[config.mk]
export PLATFORM = sky130hd
export DESIGN_NAME = line_rasterizer
export DESIGN_NICKNAME = d
export VERILOG_FILES = /design/src/rtl/line_rasterizer.sv
export SDC_FILE = /design/constraint.sdc
export NUM_CORES = 1
export LEC_CHECK = 0
export ABC_AREA = 0
export CAP_MARGIN = 20
export CORE_MARGIN = 2
export CORE_UTILIZATION = 44
export DETAILED_ROUTE_END_ITERATION = 10
export PLACE_DENSITY = 0.76
export SLEW_MARGIN = 10
export SYNTH_ARGS = -nofsm -noshare
export SYNTH_HDL_FRONTEND = slang
export SYNTH_SLANG_ARGS = --single-unit
[constraint.sdc]
create_clock -name PLB_clk -period 5.7 [get_ports PLB_clk]
set_input_delay 1.71 -clock PLB_clk [delete_from_list [all_inputs] [get_ports PLB_clk]]
set_output_delay 1.71 -clock PLB_clk [all_outputs]
set_load 0.02 [all_outputs]
[src/rtl/line_rasterizer.sv]
// Bresenham line rasterizer: takes one line command and pushes one 96-bit pixel word per
// cycle into the rasterizer->framebuffer-writer FIFO, skipping off-screen pixels.
module line_rasterizer #(
  parameter int RAST_FBW_FIFO_LEN = 96,
  parameter int LINE_LEN          = 9,
  parameter int COL_LEN           = 10,
  parameter int H_RES             = 640,
  parameter int V_RES             = 480,
  parameter int ERR_W             = 13
) (
  input  logic                         PLB_clk,
  input  logic                         reset,
  input  logic                         cmd_valid,
  output logic                         cmd_ready,
  input  logic [0:COL_LEN-1]           cmd_x0,
  input  logic [0:LINE_LEN-1]          cmd_y0,
  input  logic [0:COL_LEN-1]           cmd_x1,
  input  logic [0:LINE_LEN-1]          cmd_y1,
  input  logic [0:31]                  cmd_color,
  output logic [0:RAST_FBW_FIFO_LEN-1] fifo_data,
  output logic                         fifo_wr_en,
  input  logic                         fifo_full,
  output logic                         busy,
  output logic                         line_done
);

  typedef enum logic [1:0] {IDLE = 2'd0, SETUP = 2'd1, DRAW = 2'd2} state_t;

  localparam logic [COL_LEN-1:0]  H_LIM = COL_LEN'(H_RES);
  localparam logic [LINE_LEN-1:0] V_LIM = LINE_LEN'(V_RES);

  state_t state_reg, state_next;

  logic [COL_LEN-1:0]      x0_reg, x1_reg, x_reg, x_next;
  logic [LINE_LEN-1:0]     y0_reg, y1_reg, y_reg, y_next;
  logic [31:0]             color_reg;
  logic signed [ERR_W-1:0] dx_reg, dy_reg, err_reg, err_next;
  logic                    sx_neg_reg, sy_neg_reg;
  logic                    line_done_reg;

  logic signed [ERR_W-1:0] x0_ext, x1_ext, y0_ext, y1_ext;
  logic signed [ERR_W-1:0] dx_calc, dy_calc, e2;
  logic                    lt_x, lt_y, step_x, step_y, at_end, visible, step;

  assign x0_ext = $signed({{(ERR_W-COL_LEN){1'b0}}, x0_reg});
  assign x1_ext = $signed({{(ERR_W-COL_LEN){1'b0}}, x1_reg});
  assign y0_ext = $signed({{(ERR_W-LINE_LEN){1'b0}}, y0_reg});
  assign y1_ext = $signed({{(ERR_W-LINE_LEN){1'b0}}, y1_reg});

  assign lt_x    = x0_reg < x1_reg;
  assign lt_y    = y0_reg < y1_reg;
  assign dx_calc = lt_x ? (x1_ext - x0_ext) : (x0_ext - x1_ext);
  assign dy_calc = lt_y ? (y0_ext - y1_ext) : (y1_ext - y0_ext);

  assign e2      = err_reg <<< 1;
  assign step_x  = e2 >= dy_reg;
  assign step_y  = e2 <= dx_reg;
  assign at_end  = (x_reg == x1_reg) && (y_reg == y1_reg);
  assign visible = (x_reg < H_LIM) && (y_reg < V_LIM);
  assign step    = (state_reg == DRAW) && !fifo_full;

  assign fifo_data = {{(16-LINE_LEN){1'b0}}, y_reg, {(16-COL_LEN){1'b0}}, x_reg,
                      color_reg, 32'h0};
  assign line_done = line_done_reg;

  always_ff @(posedge PLB_clk) begin
    if (reset) state_reg <= IDLE;
    else       state_reg <= state_next;
  end

  always_comb begin
    state_next = state_reg;
    cmd_ready  = 1'b0;
    busy       = 1'b1;
    fifo_wr_en = 1'b0;
    case (state_reg)
      IDLE: begin
        cmd_ready = 1'b1;
        busy      = 1'b0;
        if (cmd_valid) state_next = SETUP;
      end
      SETUP: state_next = DRAW;
      DRAW: begin
        // A reset cycle must not leak a push of the line being aborted.
        fifo_wr_en = !fifo_full && visible && !reset;
        if (!fifo_full && at_end) state_next = IDLE;
      end
      default: state_next = IDLE;
    endcase
  end

  // Both axis updates are decided from the same pre-step e2.
  always_comb begin
    err_next = err_reg;
    x_next   = x_reg;
    y_next   = y_reg;
    if (step_x) begin
      err_next = err_next + dy_reg;
      x_next   = sx_neg_reg ? (x_reg - COL_LEN'(1)) : (x_reg + COL_LEN'(1));
    end
    if (step_y) begin
      err_next = err_next + dx_reg;
      y_next   = sy_neg_reg ? (y_reg - LINE_LEN'(1)) : (y_reg + LINE_LEN'(1));
    end
  end

  always_ff @(posedge PLB_clk) begin
    if (reset) begin
      x0_reg        <= '0;
      x1_reg        <= '0;
      y0_reg        <= '0;
      y1_reg        <= '0;
      x_reg         <= '0;
      y_reg         <= '0;
      color_reg     <= '0;
      dx_reg        <= '0;
      dy_reg        <= '0;
      err_reg       <= '0;
      sx_neg_reg    <= 1'b0;
      sy_neg_reg    <= 1'b0;
      line_done_reg <= 1'b0;
    end else begin
      line_done_reg <= step && at_end;
      case (state_reg)
        IDLE: begin
          if (cmd_valid) begin
            x0_reg    <= cmd_x0;
            y0_reg    <= cmd_y0;
            x1_reg    <= cmd_x1;
            y1_reg    <= cmd_y1;
            color_reg <= cmd_color;
          end
        end
        SETUP: begin
          dx_reg     <= dx_calc;
          dy_reg     <= dy_calc;
          err_reg    <= dx_calc + dy_calc;
          sx_neg_reg <= !lt_x;
          sy_neg_reg <= !lt_y;
          x_reg      <= x0_reg;
          y_reg      <= y0_reg;
        end
        DRAW: begin
          if (step && !at_end) begin
            err_reg <= err_next;
            x_reg   <= x_next;
            y_reg   <= y_next;
          end
        end
        default: ;
      endcase
    end
  end

endmodule

### Yosys cells after proc, flatten, opt, wreduce, memory -nomap -nowiden

Index checks and enable logic that the tools add are counted.

| operators by class | value |
|---|---|
| $add $sub $neg | 11 |
| magnitude comparators | 6 |
| eq/ne operators | 9 |
| muxes and demuxes | 20 |
| reductions and logical operators | 20 |

Operators with widths:

| cell | count |
|---|---|
| 13-bit two-way mux | 5 |
| 13-bit adder | 3 |
| 10-bit two-way mux | 3 |
| 9-bit two-way mux | 3 |
| 13-bit one-hot mux with 2 select lines | 1 |
| 10-bit by 10-bit subtractor with 11-bit output | 2 |
| 10-bit one-hot mux with 2 select lines | 1 |
| 9-bit by 9-bit subtractor with 10-bit output | 2 |
| 9-bit one-hot mux with 2 select lines | 1 |
| 13-bit >= comparator | 1 |
| 13-bit less-or-equal comparator | 1 |
| 10-bit by 1-bit adder with 10-bit output (second input constant) | 1 |
| 10-bit equality test | 1 |
| 10-bit < comparator | 1 |
| 10-bit < comparator (second input constant) | 1 |
| 10-bit by 1-bit subtractor with 10-bit output (second input constant) | 1 |
| 9-bit by 1-bit adder with 9-bit output (second input constant) | 1 |
| 9-bit equality test | 1 |
| 9-bit < comparator | 1 |
| 9-bit < comparator (second input constant) | 1 |
| 9-bit by 1-bit subtractor with 9-bit output (second input constant) | 1 |
| 1-bit logical AND | 8 |
| 2-bit != test (second input constant) | 3 |
| 2-bit one-hot mux with 3 select lines | 1 |
| 10 further kinds | 21 |

| word-level totals | value |
|---|---|
| flip-flop bits (word level) | 133 |
| input bits | 74 |
| output and inout port bits | 100 |

### Logic depth before layout (Yosys ltp)

| logic depth | value |
|---|---|
| word-level depth | 6 |
| mapped depth | 21 |

### Least setup slack after synthesis

No wires, ideal clock.

| timing | value |
|---|---|
| path type | input to output |
| start point | input reset |
| end point | output fifo_wr_en |
| arrival time | 2.653 ns |
| path slack | 1.337 ns |
| stages on the path | 5 |
| path buffers | 2 |
| cells stage by stage | clkbuf_1 clkbuf_1 nor2_1 nand3_1 a41oi_1 |

| between the ends | value |
|---|---|
| cells in the longest elaborated chain, start to end | 3 |

Ends and longest elaborated chain:

| item | RTL line | RTL |
|---|---|---|
| start: declaration | 12 | `input logic reset,` |
| 1-bit logical NOT | 85 | `fifo_wr_en = !fifo_full && visible && !reset;` |
| 1-bit logical AND | 85 |  |
| 1-bit two-way mux | 76 | `case (state_reg)` |
| end: declaration | 21 | `output logic fifo_wr_en,` |

No other way between the ends.

### Worst setup path after layout

| timing | value |
|---|---|
| start point | input fifo_full |
| end point | output fifo_wr_en |

| between the ends | value |
|---|---|
| cells in the longest elaborated chain, start to end | 4 |

Ends and longest elaborated chain:

| item | RTL line | RTL |
|---|---|---|
| start: declaration | 22 | `input logic fifo_full,` |
| 1-bit logical NOT | 85 |  |
| 1-bit logical AND (2 in a row) | 85 |  |
| 1-bit two-way mux | 76 |  |

No other way between the ends.

==> key figures <==
Logic synthesis
  • Cell count after synthesis: 1279
  • Largest cells by area after synthesis: dfxtp_1, ha_1, nand2_1, a21oi_1, xnor2_1
  • Async SR Flop Fraction: 0%
  • Seq/Total Area, Yosys: 25.6%
  • Post-Syn Area: 0.00993 mm^2
  • Yosys warns: 0
  • Syn_area_per_cell: 7.77 um^2
  • FF+latch count, synth: 127
  • Synth top area share: 25.6%
  • Ys flop type: dfxtp_1
  • Post-synth cell types: 73
  • Synth area leader: dfxtp_1
  • Post-synth EDFFs: 0

Hold path
  • Hold Crit Class: register to register

Clock network
  • CTS clk-pin slew, worst paths: 0.06 ns
  • CTS tree: built
  • Root buf cell: clkbuf_16
  • Clk buf depth: 2
  • CTS hold repair buffers: 0
  • Clock buffer count from CTS: 17
  • Clock Latency Late Sink: 0.44 ns
  • Postcts setup bufs: 0
  • Sink Count: 127
  • Post-cts resize count: 0
  • H-tree levels: 4

GRT
  • GRT Overall Usage: 22.9%
  • Global route overflow: 0
  • Number of global-route vias before repair: 8784
  • First-pass GRT wire length: 44.4 mm
  • Initial antenna violation count: 0
  • Largest net degree at the start of global routing: 85

Setup path
  • Critical Path Slowest Stage Cell: clkdlybuf4s50_1
  • CP Launch Type: input port
  • Worst path cell trace: clkdlybuf4s50_1, nor2_1, nand3_1, a41oi_1, clkdlybuf4s50_1
  • CP peak stage delay: 0.64 ns
  • CP Buf/Inv Count: 2
  • Critical Path RT: 3.99 ns
  • Top delay family on crit path: buffers and inverters
  • Crit path arrival time: 3.28 ns
  • Crit end category: output pin
  • Most common cell on crit path: clkdlybuf4s50_1
  • Worst setup path class: input port to output pin
  • R2r setup slk: 0.74 ns
  • Max FO, Critical Path: 4

Final layout
  • Share of cells above drive strength 1: 4.88%
  • Max reg flops: 32
  • Final nets: 1579
  • Fillcell total: 2022
  • Number of diodes: 0
  • Synthesis-to-layout area growth: 18.8%

STA
  • Final hold slack: 0.454 ns
  • Max_slew headroom: 38.8%
  • PnR worst setup slack: 0.715 ns
  • Final hold violation count: 0
  • Setup_tns: 0 ns
  • Post-route clock period utilization: 87.5%
  • Tmin final: 4.99 ns
  • Worst slew pin tran: 0.918 ns
  • Final Skew: 0.0120 ns
  • Final setup violation count: 0
  • Slew Viols, Final: 0
  • Unrepaired setup endpoints after global routing: false
  • Max Clk Rate: 201 MHz

Place
  • Worst slack, placed: 0.719 ns
  • Count of input and output buffers: 128
  • DP HPWL: 20.3 mm
  • Routability-driven placement congestion ratio: 0.910

Route
  • DRC errors left: 0
  • Initial DRT Pass Iterations: 6
  • Met2 WL: 12.4 mm
  • Drt via density: 5.47
  • Met3 Routed Length: 2.04 mm
  • Post-DRT Antenna Nets: 0
  • Detailed Route WL: 27.0 mm
  • Drt initial violations: 566
  • Avg WL per Cell: 16.1 um
  • Metal-1 WL: 11.9 mm
  • Via count: 9164
  • Highest metal used: met4

Floorplan
  • CORE AREA: 0.0220 mm^2
  • Ports: 174
  • Die Wd: 154 um
  • Die H: 154 um
  • Initial Util: 45.2%
  • Site Rows: 54
  • Die area: 0.0238 mm^2

Flow run
  • Max-cap violation count: 0

Pwr
  • PD cells: 427 mW/mm^2
  • Lkg Pwr: 4.96 nW
  • Max VDD drop: 270 uV

Status
  • Status: completed
[path summary, 6_finish.rpt]
| path | from | depth (start not counted) | to |
|---|---|---|---|
| max | fifo_full | 5 | fifo_wr_en |
| min | color_reg[16] | 2 | color_reg[16] |
| max reg2reg | y1_reg[0] | 19 | err_reg[10] |
| min reg2reg | color_reg[16] | 2 | color_reg[16] |
[worst register-to-register path, stage by stage, from the launching register on]
cell and delay, ns:
dfxtp_1 0.40, ha_1 0.20, inv_1 0.06, fa_1 0.39
a21o_1 0.19, a21oi_2 0.16, o21bai_1 0.10, a2111o_1 0.47
a31oi_4 0.38, mux2i_1 0.36, xnor2_1 0.17, ha_1 0.29
nor2b_1 0.14, o21ai_0 0.23, a21oi_1 0.14, o41ai_1 0.49
o21ai_0 0.22, xor2_1 0.16, nor2_1 0.05, o41ai_1 0.27
[metrics by stage]
step | util (%) | total power [mW] | instances | area (um^2)
3_5_place_dp | 51.2 | 3.96 | 1643 | 11300
6_report | 53.8 | 5.04 | 1674 | 11800
3_3_place_gp | 51.2 | 3.89 | 1643 | 11300
5_1_grt | 53.8 | 5.44 | 1674 | 11800
2_1_floorplan | - | 3.25 | 1323 | 10100
4_1_cts | 53.8 | 5.02 | 1674 | 11800
[layout by cell type (no fill, tap or decap), types with 14 or more instances in the layout]
cell,n
o21ai_0,59
clkbuf_16,17
nand3_1,19
nand2b_1,14
conb_1,45
dfxtp_1,127
ha_1,114
nor2b_1,20
a211oi_1,27
clkdlybuf4s50_1,127
inv_1,94
xnor2_1,54
mux2i_1,28
a21oi_1,127
a21o_1,23
nor3_1,23
nor2_1,80
nand2_1,195
[Yosys cell counts (7+ instances only)]
library cell  instances
a211oi_1             27
a21o_1               23
a21oi_1             127
a31oi_1              13
buf_2                 7
buf_4                46
clkbuf_1             40
dfxtp_1             127
fa_1                  9
ha_1                114
inv_1                94
mux2_2                9
mux2i_1              28
nand2_1             196
nand2b_1             14
nand3_1              19
nor2_1               80
nor2b_1              20
nor3_1               23
o211a_1              10
o211ai_1              7
o21a_1                7
o21ai_0              59
o21bai_1              7
or2_2                 7
or3_1                 9
xnor2_1              54
xor2_1               11
[area by class of cell]
cell class,count,area (um^2),share of cell area (%)
multi-input cells,1003,6650,56.4
flip-flops and latches,127,2540,21.5
repair buffers,137,1350,11.4
clock buffers,17,425,3.60
inverters,96,360,3.05
well taps,280,350,2.97
clock inverters,14,125,1.06
[power by group]
| part | internal (mW) | total (mW) | switching, mW |
|---|---|---|---|
| clock | 0.569 | 1.05 | 0.477 |
| combinational | 1.20 | 2.84 | 1.64 |
| sequential | 1.01 | 1.16 | 0.151 |
[routing by layer]
| layer | GRT usage, % | up-vias |
|---|---|---|
| met5 | 0 | - |
| met4 | 7.80 | 0 |
| met3 | 6.05 | 48 |
| met2 | 37.9 | 308 |
| met1 | 29.1 | 4250 |
| li1 | - | 4558 |
[cells by family after synthesis]
logic type / count (synthesis) / share of synthesized area (%)
AOI/OAI and AO/OA: 340 / 22.1
xor gates and xnor gates: 65 / 5.73
adders and majority gates: 123 / 16.2
buffers and inverters: 193 / 9.12
DFF: 127 / 25.6
muxes: 37 / 3.84
other: 1 / 0.0378
and+or+nand+nor: 393 / 17.4
Power figures use the tool's default switching activity.
==> variant: new RTL, same flow settings <==
Change the parameter `ERR_W` from 13 to 26.
--- a/src/rtl/line_rasterizer.sv
+++ b/src/rtl/line_rasterizer.sv
@@ -8,3 +8,3 @@
   parameter int V_RES             = 480,
-  parameter int ERR_W             = 13
+  parameter int ERR_W             = 26
 ) (
Behaviour: no difference found for any inputs over 4 cycles, from zero or initial values and one cycle with reset high; that may be too few to reach the edited logic, so the function may still have changed.
==> variant against the unedited design <==
Worst setup slack got worse by 0.50 ns. Clock power increased by 6%. Routed wire length increased by 38%. Highest routed layer unchanged. Sequential power increased by 16%. Synthesized cell count increased by 31%. Hold slack improved by 0.0026 ns. Final area increased by 26%. Synthesized area increased by 29%. Sequential cell count increased by 13. Total power increased by 60%. Via count increased by 35%. Largest power group unchanged.
==> variant: results <==
group,metric,value,unit
run_status,status,"finished clean",
power,vdd_ir_drop_max,380,µV
sta,skew,0.0186,ns
worst_hold_path,min_path_type,"reg -> reg",
cts,clk_latency,0.44,ns
drt,drtIter0Drc,915,
place,dpl.hpwl,28.5,mm
global_routing,antenna_found_initial,0,
synth,synthAdderAreaFrac,0.178,
synth,ys_seq_area_frac,0.219,
drt,drc,0,
critical_path,reg2reg_depth,20,
synth,ys_top_cells_by_count,"207 x nand2_1, 196 x a21oi_1, 167 x ha_1, 146 x nor2_1, 140 x dfxtp_1",
critical_path,endpoint,"err_reg[23]",
cts,root_buffer,"clkbuf_16",
cts,cts.reportedPaths.clkPinSlew,0.07,ns
critical_path,cp_max_fo,24,
critical_path,cp-startpoint,"dy_reg[24]",
power,leakagePower,6.24,nW
synth,synth_compound_area_frac,0.255,
synth,yosysWarnings,0,
place,numPortBuffers,128,
synth,synthTopCellsByArea,"dfxtp_1 22%, ha_1 16%, a21oi_1 7.7%",
drt,vias_per_cell,5.67,
finish,final_util,0.520,
critical_path,arrival,5.79,ns
critical_path,cp_slowest_cell,"a2111oi_0",
power,switching_share,0.510,
cts,cts_buffers,17,
finish,antennaDiodeCount,0,
finish,largest_reg_flops,32,
sta,setup_tns,0,ns
power,clk-power,0.00111,W
global_routing,grt_pass1_wl,59.4,mm
global_routing,grt_pass1_vias,11700,
place,gp_congestion,0.916,
global_routing,track_usage,0.239,
synth,muxShareOfSynthArea,0.0313,
synth,synthXorXnorAreaFrac,0.0562,
power,combPwrFrac,0.695,
drt,drt-pass1-iter-count,5,
sta,slew_headroom,0.306,
critical_path,slowest_delay,0.50,ns
global_routing,grt_max_degree,85,
cts,h-tree-depth,4,
synth,ys_types,83,
drt,wl,37.4,mm
critical_path,r2r_slack,0.22,ns
synth,synth_async_sr_flop_share,0,
cts,cts.path.max_buffers,2,
finish,layout-drive-gt1-share,0.0624,
finish,final_nets,2032,
## variant: through the flow
step	instance area, µm²	setup slack (ns)	std cells	power, W
after global routing	14900	0.00617	2179	0.00868
final	14900	0.219	2179	0.00808
after CTS	14800	0.0804	2176	0.00796
after floorplan	12900	0.611	1721	0.00556
after global placement	14300	0.331	2144	0.00668
after detailed placement	14300	0.147	2144	0.00682
## variant: per-layer routing
layer  track usage  share of wire
met3        0.0464          0.061
met5             0              0
met2         0.408           0.47
met4         0.119          0.046
met1         0.287           0.42
## variant: worst max-delay path: cells and delay by family, from the launching register on
family                     cells  cell delay, ns
AOI/OAI and AO/OA              7            1.76
adders and majority gates      2            0.73
buffers and inverters          3            0.61
DFF                            1            0.37
muxes                          1            0.39
and+or+nand+nor                7            1.47
## variant: what timing repair did
item	CTS	global route
setup buffers	0	3
endpoints found under the setup margin	0	10
endpoints found under the hold margin	0	0
resized for setup	0	9
## variant: worst min path at each step
stage / startpoint / endpoint / slack (ns) / depth (start not counted)
floorplan: x0_reg[3] / x0_reg[3] / 0.45 / 2
global placement: color_reg[9] / color_reg[9] / 0.44 / 2
detailed placement: color_reg[5] / color_reg[5] / 0.45 / 2
CTS: color_reg[2] / color_reg[2] / 0.46 / 2
global route: color_reg[9] / color_reg[9] / 0.48 / 2
finish: color_reg[31] / color_reg[31] / 0.46 / 2
## variant: layout make-up
class                   count  area [µm²]
fillers                  2681       13700
multi-input cells        1352        9090
flip-flops and latches    140        2800
repair buffers            156        1510
well taps                 384         480
inverters                 115         435
clock buffers              17         425
clock inverters            15         144
